$ cat src/rtl/uart_pkg.sv
// Shared UART receiver definitions: data width, baud counter width and the
// receive FSM state encoding. The PARITY state exists only when
// UART_RX_PARITY_EN is defined.
package uart_pkg;

  localparam int unsigned DATA_W = 8;
  localparam int unsigned CNT_W  = 15;
  localparam int unsigned IDX_W  = 3;

`ifdef UART_RX_PARITY_EN
  typedef enum logic [2:0] {
    IDLE   = 3'd0,
    START  = 3'd1,
    DATA   = 3'd2,
    PARITY = 3'd3,
    STOP   = 3'd4
  } state_t;
`else
  typedef enum logic [2:0] {
    IDLE  = 3'd0,
    START = 3'd1,
    DATA  = 3'd2,
    STOP  = 3'd4
  } state_t;
`endif

endpackage

$ cat src/rtl/uart_rx_bps.sv
// Baud-rate timing for the UART receiver.
// Ports:
//   clk, rst   - clock, asynchronous active-high reset
//   run        - counter advances while high, held at 0 while low
//   half_tick  - counter is at HALF (mid start bit)
//   full_tick  - counter is at DIV (mid data/parity/stop bit); counter wraps
module rx_bps
  import uart_pkg::*;
#(
  parameter int unsigned DIV  = 867,
  parameter int unsigned HALF = 433
) (
  input  logic clk,
  input  logic rst,
  input  logic run,
  output logic half_tick,
  output logic full_tick
);

  logic [CNT_W-1:0] cnt;

  // Free-running bit-period counter, cleared whenever run drops
  always_ff @(posedge clk or posedge rst) begin
    if (rst) begin
      cnt <= '0;
    end else if (!run || cnt == CNT_W'(DIV)) begin
      cnt <= '0;
    end else begin
      cnt <= cnt + CNT_W'(1);
    end
  end

  assign half_tick = (cnt == CNT_W'(HALF));
  assign full_tick = (cnt == CNT_W'(DIV));

endmodule

$ cat src/rtl/uart_rx.sv
// UART receiver, 8 data bits LSB first, 1 stop bit, optional even parity.
// Optional feature macro: UART_RX_PARITY_EN (adds one even-parity bit).
// Ports:
//   clk, rst    - clock, asynchronous active-high reset
//   rxd         - serial line, idle high, asynchronous to clk
//   rx_data     - last correctly received byte
//   rx_valid    - one-cycle pulse when rx_data is updated
//   frame_err   - one-cycle pulse when the stop bit is sampled low
//   parity_err  - one-cycle pulse on parity mismatch (0 without parity)
module uart_rx
  import uart_pkg::*;
#(
  parameter int unsigned CLK_FREQ = 100_000_000,
  parameter int unsigned BPS      = 115200
) (
  input  logic              clk,
  input  logic              rst,
  input  logic              rxd,
  output logic [DATA_W-1:0] rx_data,
  output logic              rx_valid,
  output logic              frame_err,
  output logic              parity_err
);

  // Clamp so a very low clock/baud ratio still gives a non-zero period
  localparam int unsigned RATIO = CLK_FREQ / BPS;
  localparam int unsigned DIV   = (RATIO > 1) ? RATIO - 1 : 1;
  localparam int unsigned HALF  = DIV / 2;

  state_t              state;
  logic                rxd_meta;
  logic                rxd_sync;
  logic                rxd_prev;
  logic [IDX_W-1:0]    bit_idx;
  logic [DATA_W-1:0]   shift;
  logic                run_c;
  logic                half_tick;
  logic                full_tick;

  // Two-flop synchronizer plus one history flop for falling-edge detect
  always_ff @(posedge clk or posedge rst) begin
    if (rst) begin
      rxd_meta <= 1'b1;
      rxd_sync <= 1'b1;
      rxd_prev <= 1'b1;
    end else begin
      rxd_meta <= rxd;
      rxd_sync <= rxd_meta;
      rxd_prev <= rxd_sync;
    end
  end

  // Dropping run for one cycle at the start-bit midpoint re-zeroes the
  // counter so data bits are sampled a full period later, mid-bit.
  assign run_c = (state != IDLE) && !(state == START && half_tick);

  rx_bps #(
    .DIV  (DIV),
    .HALF (HALF)
  ) u_bps (
    .clk       (clk),
    .rst       (rst),
    .run       (run_c),
    .half_tick (half_tick),
    .full_tick (full_tick)
  );

`ifdef UART_RX_PARITY_EN
  logic par_bad;
`else
  assign parity_err = 1'b0;
`endif

  // Receive FSM with registered outputs
  always_ff @(posedge clk or posedge rst) begin
    if (rst) begin
      state     <= IDLE;
      bit_idx   <= '0;
      shift     <= '0;
      rx_data   <= '0;
      rx_valid  <= 1'b0;
      frame_err <= 1'b0;
`ifdef UART_RX_PARITY_EN
      par_bad    <= 1'b0;
      parity_err <= 1'b0;
`endif
    end else begin
      rx_valid  <= 1'b0;
      frame_err <= 1'b0;
`ifdef UART_RX_PARITY_EN
      parity_err <= 1'b0;
`endif
      case (state)
        IDLE: begin
          if (rxd_prev && !rxd_sync) begin
            bit_idx <= '0;
`ifdef UART_RX_PARITY_EN
            par_bad <= 1'b0;
`endif
            state   <= START;
          end
        end
        START: begin
          // A high line at mid start bit is a glitch
          if (half_tick) begin
            state <= rxd_sync ? IDLE : DATA;
          end
        end
        DATA: begin
          if (full_tick) begin
            shift   <= {rxd_sync, shift[DATA_W-1:1]};
            bit_idx <= bit_idx + IDX_W'(1);
            if (bit_idx == IDX_W'(DATA_W - 1)) begin
`ifdef UART_RX_PARITY_EN
              state <= PARITY;
`else
              state <= STOP;
`endif
            end
          end
        end
`ifdef UART_RX_PARITY_EN
        PARITY: begin
          if (full_tick) begin
            par_bad <= rxd_sync ^ (^shift);
            state   <= STOP;
          end
        end
`endif
        STOP: begin
          // Back to IDLE at mid stop bit so the next start edge is seen
          if (full_tick) begin
            state <= IDLE;
            if (!rxd_sync) begin
              frame_err <= 1'b1;
`ifdef UART_RX_PARITY_EN
            end else if (par_bad) begin
              parity_err <= 1'b1;
`endif
            end else begin
              rx_data  <= shift;
              rx_valid <= 1'b1;
            end
          end
        end
        default: state <= IDLE;
      endcase
    end
  end

endmodule

$ cat config.mk
export PLATFORM = sky130hd
export DESIGN_NAME = uart_rx
export DESIGN_NICKNAME = d
export VERILOG_FILES = /design/src/rtl/uart_pkg.sv /design/src/rtl/uart_rx_bps.sv /design/src/rtl/uart_rx.sv
export SDC_FILE = /design/constraint.sdc
export NUM_CORES = 1
export LEC_CHECK = 0
export BUFFER_PORTS_ARGS = -buffer_cell sky130_fd_sc_hd__buf_4
export CAP_MARGIN = 0
export CORE_MARGIN = 2
export CORE_UTILIZATION = 35
export DETAILED_ROUTE_END_ITERATION = 7
export GPL_ROUTABILITY_DRIVEN = 0
export MAX_ROUTING_LAYER = met4
export PLACE_DENSITY = 0.51
export SETUP_SLACK_MARGIN = 0.3
export SYNTH_ARGS = -nofsm -noshare
export SYNTH_HDL_FRONTEND = slang
export SYNTH_HIERARCHICAL = 1
export SYNTH_SLANG_ARGS = --single-unit
$ cat constraint.sdc
create_clock -name clk -period 2.2 [get_ports clk]
set_input_delay 0 -clock clk [delete_from_list [all_inputs] [get_ports clk]]
set_output_delay 0 -clock clk [all_outputs]
set_load 0.01 [all_outputs]
Yosys cells after proc, flatten, opt, wreduce, memory -nomap -nowiden:

Index checks and enable logic that the tools add are counted.

* equal/unequal tests: 11
* multiplexer cells: 17
* add/sub/neg operators: 2
* reduce and logical (&&, ||, !) cells: 14

Operators by type and width (number)
* 3-bit 2-to-1 mux: 7
* 15-bit by 1-bit adder with 15-bit output, second input constant: 1
* 15-bit by 10-bit equality test with 1-bit output, second input constant: 1
* 15-bit by 9-bit equality test with 1-bit output, second input constant: 1
* 15-bit 2-to-1 mux: 1
* 3-bit one-hot mux with 4 select lines: 1
* 2-bit inequality test, second input constant: 5
* 3-bit equality test, second input constant: 2
* 1-bit 2-to-1 mux: 6
* 3-bit one-hot mux with 2 select lines: 1
* 3-bit AND reduction: 2
* 5-bit AND reduction: 1
* 3-bit by 1-bit adder with 3-bit output, second input constant: 1
* 3-bit by 1-bit equality test with 1-bit output, second input constant: 1
* 3-bit by 2-bit equality test with 1-bit output, second input constant: 1
* 1-bit logical AND: 3
* 1-bit logical NOT: 3
* 3-bit logical NOT: 1
* 3-bit nonzero test: 1
* 2-bit 2-to-1 mux: 1
* 2-bit AND reduction: 1
* 2-bit nonzero test: 1
* 1-bit logical OR: 1

* word-level logic and storage cells: 54
* input port bits: 3
* register bits after elaboration: 42

Logic depth before layout (Yosys ltp):

Gate-level depths: netlist (run 1).

* depth after elaboration: 7
* gate-level depth with buffers: 9
* gate-level depth less buffers: 8

Cells and area by module:

The synthesis (run 1) kept the hierarchy.

Modules (own cells, without submodules)
* uart_rx: cells an instance 80, area an instance 1109.8 um^2, times used 1, sequential area each 679.4 um^2
* rx_bps: cells an instance 82, area an instance 784.5 um^2, times used 1, sequential area each 375.4 um^2

Least setup slack after synthesis (run 1):

Ideal clock, no wire load.

* path kind: register to register
* start point: reg u_bps.cnt[2]
* end point: reg shift[0]
* arrival time: 2.143 ns
* setup time: 0.125 ns
* stages on the path, launching flop included: 8
* setup slack: -0.068 ns
* data required time: 2.075 ns
* period minus slack after synthesis: 2.268 ns
* cells stage by stage: dfrtp_1 > nor4_1 > nand2_1 > nor4_1 > and2_1 > and2_1 > buf_6 > mux2_2

* longest elaborated chain between the ends: 2

Ends and longest elaborated chain
* start: declaration: RTL line uart_rx_bps.sv:20 `logic [CNT_W-1:0] cnt;`
* start signal: assignment: RTL line uart_rx_bps.sv:29 `cnt <= cnt + CNT_W'(1);`
* 15-bit by 10-bit equality test with 1-bit output: RTL line uart_rx_bps.sv:34 `assign full_tick = (cnt == CNT_W'(DIV));`
* net full_tick: RTL line uart_rx.sv:38 `logic full_tick;`
* 2-bit AND reduction (no source line)
* end signal: assignment: RTL line uart_rx.sv:111 `shift <= {rxd_sync, shift[DATA_W-1:1]};`
* end: declaration: RTL line uart_rx.sv:35 `logic [DATA_W-1:0] shift;`

The timed path passes the listed nets, and every way through them passes these cells.
A chain may end at the register's enable or synchronous reset.

Worst setup path after layout (run 1):

* start point: reg u_bps.cnt[1]
* end point: reg bit_idx[0]

* longest elaborated chain between the ends: 3

Ends and longest elaborated chain
* 15-bit by 10-bit equality test with 1-bit output: RTL line uart_rx_bps.sv:34
* net full_tick: RTL line uart_rx.sv:38
* 2-bit inequality test (no source line)
* 3-bit AND reduction (no source line)
* end signal: assignment: RTL line uart_rx.sv:112 `bit_idx <= bit_idx + IDX_W'(1);`
* end: declaration: RTL line uart_rx.sv:34 `logic [IDX_W-1:0] bit_idx;`

The timed path passes the listed nets, and every way through them passes these cells.

==> reports/results.ini, run 1 <==
[die]
core-area_um2 = 5172
initial_utilization_pct = 36.62
die_w_um = 77.57
io_pins = 14
die_area_um2 = 6017
placementRows = 26
dieHeight_um = 77.57

[detailed_routing]
dr.first_iter.drc_count = 47
drt-vias-per-instance = 4.812
wl_um = 3875
postRouteAntennaNets = 0
dr.pass1.iters = 4
wire_per_inst_um = 14.30
vias = 1304
drc = 0

[setup_path]
cp_slowest_cell = or4b_1
cp-start-kind = flop
path_cells = ha_2, nand4_1, nor4_4, buf_4, or4b_1, o21ai_1, a22o_1
crit_arrival_ns = 2.27
cp_top_family = simple AND/OR/NAND/NOR gates
crit_path_end_kind = flop
max_stage_delay_ns = 0.42
criticalPathCategory = flop to flop
path_buf_inv = 1
required_ns = 2.42
cp_max_fo = 4

[min_path]
hold_path_class = input port to asynchronous set/reset pin

[clock_tree]
cts_buffer_depth = 2
cts_buffers = 5
cts_tree = built
clkLatencyLatePin_ns = 0.29
root_buffer = clkbuf_8
cts.sinks = 42
htreeDepth = 2
clk_pin_slew_worst_paths_ns = 0.08

[layout]
syn_to_final_growth_pct = 28.01
drive_gt1_share_pct = 37.31
fillCellCount = 481
diodes = 0
fin_nets = 207
utilization_pct = 46.88

[run_status]
status = finished clean

[timing]
finalHoldViolCount = 0
rsz0062_at_grt = yes
fmax_mhz = 489.3
slew_headroom_pct = 37.62
final_max_slew_viol_count = 0
period_minus_slack_ns = 2.044
skew_ns = 0.002827
setup_slack_ns = 0.1562
fin_crit_sh_pct = 92.90
worst_slew_pin_slew_ns = 0.9347
setup-violations-final = 0
finalSetupTns_ns = 0

[yosys]
synthCells = 162
ys_warn_count = 6
syn_area_um2 = 1894
postSynth.asyncResetShare_pct = 100.0
synth.distinct_cells = 33
syn-num-nets = 169
synth_area_per_cell_um2 = 11.69
ys_seq_area_share_pct = 55.68
synth-edff-count = 0
synth_top_flop_cell = dfrtp_1
ys_seq_elements = 42

[place]
io_buffers = 12
dp_slack_ns = 0.02388
post-dp-hpwl_um = 2574

[power_and_ir_drop]
p_int_mw = 1.325
clockPowerShare_pct = 32.9
comb_power_share_pct = 19.1
p_seq_share_pct = 48.0
switching_share_pct = 26.88
p_per_area_nw_per_um2 = 747.3
switchingPower_mw = 0.4871
ir_drop_uv = 407.8
power.leakage_nw = 1.149

[global_routing]
overflow = 0
grtUsageTotal_pct = 14.77
use_met3_pct = 4.651
met2_usage_pct = 24.61
grt_pass1_wl_um = 6693
antenna_found_initial = 0
grt_pass1_vias = 1462
grt_busiest_layer = met2
met1_usage_pct = 16.38
grt_max_degree = 27

[run]
cap_violations = 0

sequential cells by signal, summed over array words and instances (netlist names):
name / count
rx_data: 8
rxd_prev: 1
rxd_sync: 1
frame_err: 1
state: 3
rx_valid: 1
shift: 8
rxd_meta: 1
bit_idx: 3
u_bps/cnt: 15
tightest hold or removal path, stage by stage:
cell and delay, ns:
dlygate4sd3_1 0.54, buf_4 0.14, inv_1 0.42
metrics by stage:
stage	cells	cell area [um^2]	power (mW)	hold WS, ns
after CTS	270	2411	1.827	0.3561
final	271	2425	1.812	0.3312
after floorplan	162	1953	1.050	-0.09859
after detailed placement	250	2181	1.147	0.1023
after global placement	250	2181	1.134	0.1010
after global routing	271	2425	1.923	0.3547
Yosys cell counts, drive strengths merged (2+ instances only):
cell type  instances  area, um^2
dfrtp             39       975.9
nor2              20       75.07
mux2              16       180.2
xnor2             10       87.58
inv                9       33.78
nand2              9       36.29
nand3              6       30.03
nor4               6       37.54
buf                4       37.53
ha                 4       50.05
nand4              4       25.02
nor3               4       20.02
o21ai              4       20.02
a22o               3       26.28
dfstp              3       78.83
a21oi              2       10.01
and2               2       12.51
and4bb             2       25.02
nor2b              2       12.51
or4b               2       20.02
xor2               2       17.52
cell usage in the layout, fill, tap and decap left out, types with 2 or more instances in the layout:
cell type / n
dfrtp_1: 38
buf_4: 31
nor2_1: 20
xnor2_1: 10
inv_1: 8
mux2_2: 8
mux2_4: 8
nand2_1: 7
nand3_1: 6
clkbuf_8: 5
nand4_1: 4
nor4_1: 4
o21ai_0: 3
a22o_1: 3
ha_1: 3
dfstp_2: 3
nor3_1: 3
nor2b_1: 2
and4bb_2: 2
a21oi_1: 2
clkinv_2: 2
dlygate4sd3_1: 2
xor2_1: 2
what timing repair did:
| item | in CTS | in global routing |
|---|---|---|
| hold buffers | 2 | 0 |
| pin swaps | 6 | 6 |
| hold endpoints to repair | 40 | 0 |
| endpoints found under the setup margin | 34 | 36 |
| resized for setup | 8 | 1 |
| gates cloned | 1 | 0 |
| buffers inserted | 9 | 1 |
final timing paths:
check	depth (start not counted)	to	start	slack, ns
setup / recovery	7	bit_idx[0]	u_bps/cnt[1]	0.16
hold / removal	3	u_bps/cnt[1]	rst	0.33
setup reg to reg	7	bit_idx[0]	u_bps/cnt[1]	0.16
hold reg to reg	0	rxd_sync	rxd_meta	0.36
max in group asynchronous	4	rxd_prev	rst	1.04
min in group clk	2	rxd_meta	rxd	0.36
power groups by stage:
stage               Sequential (mW)  Clock, mW  Combinational, mW
finish                        0.870      0.597              0.346
floorplan                     0.889          0              0.161
detailed placement            0.889          0              0.258
global route                  0.876      0.662              0.384
CTS                           0.867      0.620              0.340
global placement              0.884          0              0.250
logic make-up (layout without fill, tap and decap cells):
kind of cell	after synthesis	count (layout)	synth area share, %
and+or+nand+nor	62	62	17.50
DFF	42	42	55.68
muxes	16	16	9.511
buffers and inverters	13	52	3.764
AOI/OAI and AO/OA	12	12	5.153
xor gates and xnor gates	12	12	5.548
adders and majority gates	4	4	2.642
other	1	1	0.1980
cell type report:
class,count,area [um^2],share of cell area [%]
Sequential cell,42,1056,43.55
Multi-Input combinational cell,107,854.6,35.24
Timing Repair Buffer,35,284.0,11.71
Tap cell,70,87.58,3.612
Clock buffer,5,68.82,2.838
Clock inverter,3,40.04,1.651
Inverter,9,33.78,1.393
per-layer routing:
layer | vias up | part of all wire, %
li1 | 629 | -
met1 | 643 | 42
met2 | 26 | 52
met3 | 6 | 4.0
met4 | 0 | 1.2
met5 | - | 0
(Power assumes the default switching activity.)
==> inputs of run 2 (changes only) <==
CORE_UTILIZATION = 50   (was 35)
PLACE_DENSITY = 0.69   (was 0.51)
==> run 2 against run 1 <==
Critical path depth increased by 1; cell area increased by 0.36%; final cell count decreased by 8.1%; die area decreased by 29%; combinational power decreased by 10%; clock skew increased by 0.0055 ns; register-to-register slack about the same; highest routed layer unchanged.
==> reports/results.ini, run 2 (synthesis gave the netlist of run 1 again) <==
[clock_tree]
htreeDepth = 2  ; unchanged
cts_tree = built
cts_buffer_depth = 2  ; unchanged
clkLatencyLatePin_ns = 0.29  ; about the same
clk_pin_slew_worst_paths_ns = 0.08  ; about the same
cts.sinks = 42  ; unchanged
cts_buffers = 5  ; unchanged
root_buffer = clkbuf_8

[min_path]
hold_path_class = input port to asynchronous set/reset pin

[timing]
finalHoldViolCount = 0  ; unchanged
fin_crit_sh_pct = 92.58  ; -0.32 points
slew_headroom_pct = 34.80  ; -2.8 points
worst_slew_pin_slew_ns = 0.9769  ; +0.04222 ns
fmax_mhz = 491.0  ; +0.35%
skew_ns = 0.008368  ; +0.005541 ns
hold_ws_ns = 0.3286  ; -0.002645 ns
rsz0062_at_grt = yes
period_minus_slack_ns = 2.037  ; -0.007116 ns
final_max_slew_viol_count = 0  ; unchanged
finalSetupTns_ns = 0  ; unchanged
setup-violations-final = 0  ; unchanged

[power_and_ir_drop]
finalPower_mw = 1.678  ; -7.4%
p_per_area_nw_per_um2 = 689.6  ; -7.7%
ir_drop_uv = 601.7  ; +48%
power.leakage_nw = 1.151  ; +0.13%

[layout]
layout_commonest_cell = dfrtp_1
largest_register_ff_count = 15  ; unchanged
syn_to_final_growth_pct = 28.47
final_cell_mix = dfrtp_1 (36), buf_4 (24), nor2_1 (20)
reg_top3 = u_bps/cnt (15), rx_data (8), shift (8)
drive_gt1_share_pct = 38.81  ; +1.5 points
fin_nets = 207  ; unchanged
diodes = 0  ; unchanged
largest_register = u_bps/cnt
stdcell_area_um2 = 2434  ; +0.36%

[detailed_routing]
postRouteAntennaNets = 0  ; unchanged
dr.first_iter.drc_count = 54  ; +15%
dr.pass1.iters = 4  ; unchanged
drc = 0  ; unchanged
wl_um = 3838  ; -0.95%
drt-vias-per-instance = 5.365  ; +12%
vias = 1336  ; +2.5%
wire_per_inst_um = 15.41  ; +7.8%

[global_routing]
antenna_found_initial = 0  ; unchanged
overflow = 0  ; unchanged
grt_pass1_wl_um = 6396  ; -4.4%
grtUsageTotal_pct = 20.75  ; +6.0 points
grt_pass1_vias = 1391  ; -4.9%
grt_max_degree = 28  ; +3.7%

[setup_path]
crit_arrival_ns = 2.22  ; -0.05 ns
cp_max_fo = 5  ; +1
criticalPathCategory = flop to flop
required_ns = 2.38  ; -0.04 ns
crit_path_end_kind = flop
cp-start-kind = flop

[die]
io_pins = 14  ; unchanged
die_w_um = 65.55  ; -15%
dieHeight_um = 65.55  ; -15%
core-area_um2 = 3661  ; -29%
die_area_um2 = 4297  ; -29%
placementRows = 22  ; -15%
initial_utilization_pct = 51.74  ; +15 points

[place]
placed_area_um2 = 2131  ; -2.3%
io_buffers = 12  ; unchanged
post-dp-hpwl_um = 2468  ; -4.1%

[run_status]
status = finished clean

[run]
cap_violations = 0  ; unchanged

run 2: changes by cell type in the layout (fill, tap and decap cells not counted), moves of 2 or more:
cell,delta
clkbuf_1,+3
clkinv_2,-2
dfrtp_1,-2
buf_4,-7
buf_6,+5
dfrtp_2,+2
run 2: critical path: stages, from the launching register on:
cell and delay (ns):
dfrtp_1 0.39, buf_6 0.11, ha_4 0.11, nand4_1 0.15, nor4_4 0.36, and2_4 0.20, and2_4 0.17, clkbuf_16 0.14
mux2_4 0.29
run 2: per-stage QoR:
| stage | instances | utilization, % | setup slack, ns |
|---|---|---|---|
| after floorplan | 162 | - | 0.2084 |
| after global placement | 225 | 58.20 | 0.09671 |
| after detailed placement | 225 | 58.20 | 0.06756 |
| after CTS | 244 | 63.06 | 0.1717 |
| after global routing | 249 | 66.47 | 0.08526 |
| final | 249 | 66.47 | 0.1633 |
run 2: power by group:
group	internal [mW]	total (mW)	switching, mW	leakage (nW)
Clock	0.225	0.472	0.246	0.0395
Sequential	0.827	0.896	0.0682	0.562
Combinational	0.156	0.311	0.155	0.550
Total	1.21	1.68	0.469	1.15
run 2: what timing repair did:
| action | 4_1_cts | 5_1_grt |
|---|---|---|
| cloned | 2 | 1 |
| endpoints found under the hold margin | 40 | 0 |
| hold buffers | 2 | 0 |
| gates resized for setup | 4 | 19 |
| setup endpoints to repair | 34 | 36 |
| pin swaps | 5 | 8 |
| setup buffers | 7 | 4 |
run 2: cell type report:
class | count | area, um^2
well taps | 48 | 60.06
repair buffers | 34 | 312.8
multi-input cells | 108 | 888.4
flip-flops and latches | 42 | 1059
inverters | 9 | 33.78
clock buffers | 8 | 80.08
fillers | 284 | 1227
run 2: per-layer routing:
metal / wire length [um] / vias up / track usage, %
li1: - / 636 / -
met1: 1551 / 664 / 23.42
met2: 2063 / 30 / 35.46
met3: 157 / 6 / 5.993
met4: 65 / 0 / 7.031
met5: 0 / - / -
run 2: final timing paths:
path | cells after the start | from | end | slack, ns
worst max-delay path | 8 | u_bps/cnt[1] | shift[1] | 0.16
worst min-delay path | 3 | rst | u_bps/cnt[1] | 0.33
worst max register to register | 8 | u_bps/cnt[1] | shift[1] | 0.16
worst min register to register | 0 | rxd_meta | rxd_sync | 0.36
max in group asynchronous | 3 | rst | rx_data[6] | 1.10
min in group clk | 0 | rxd_meta | rxd_sync | 0.36
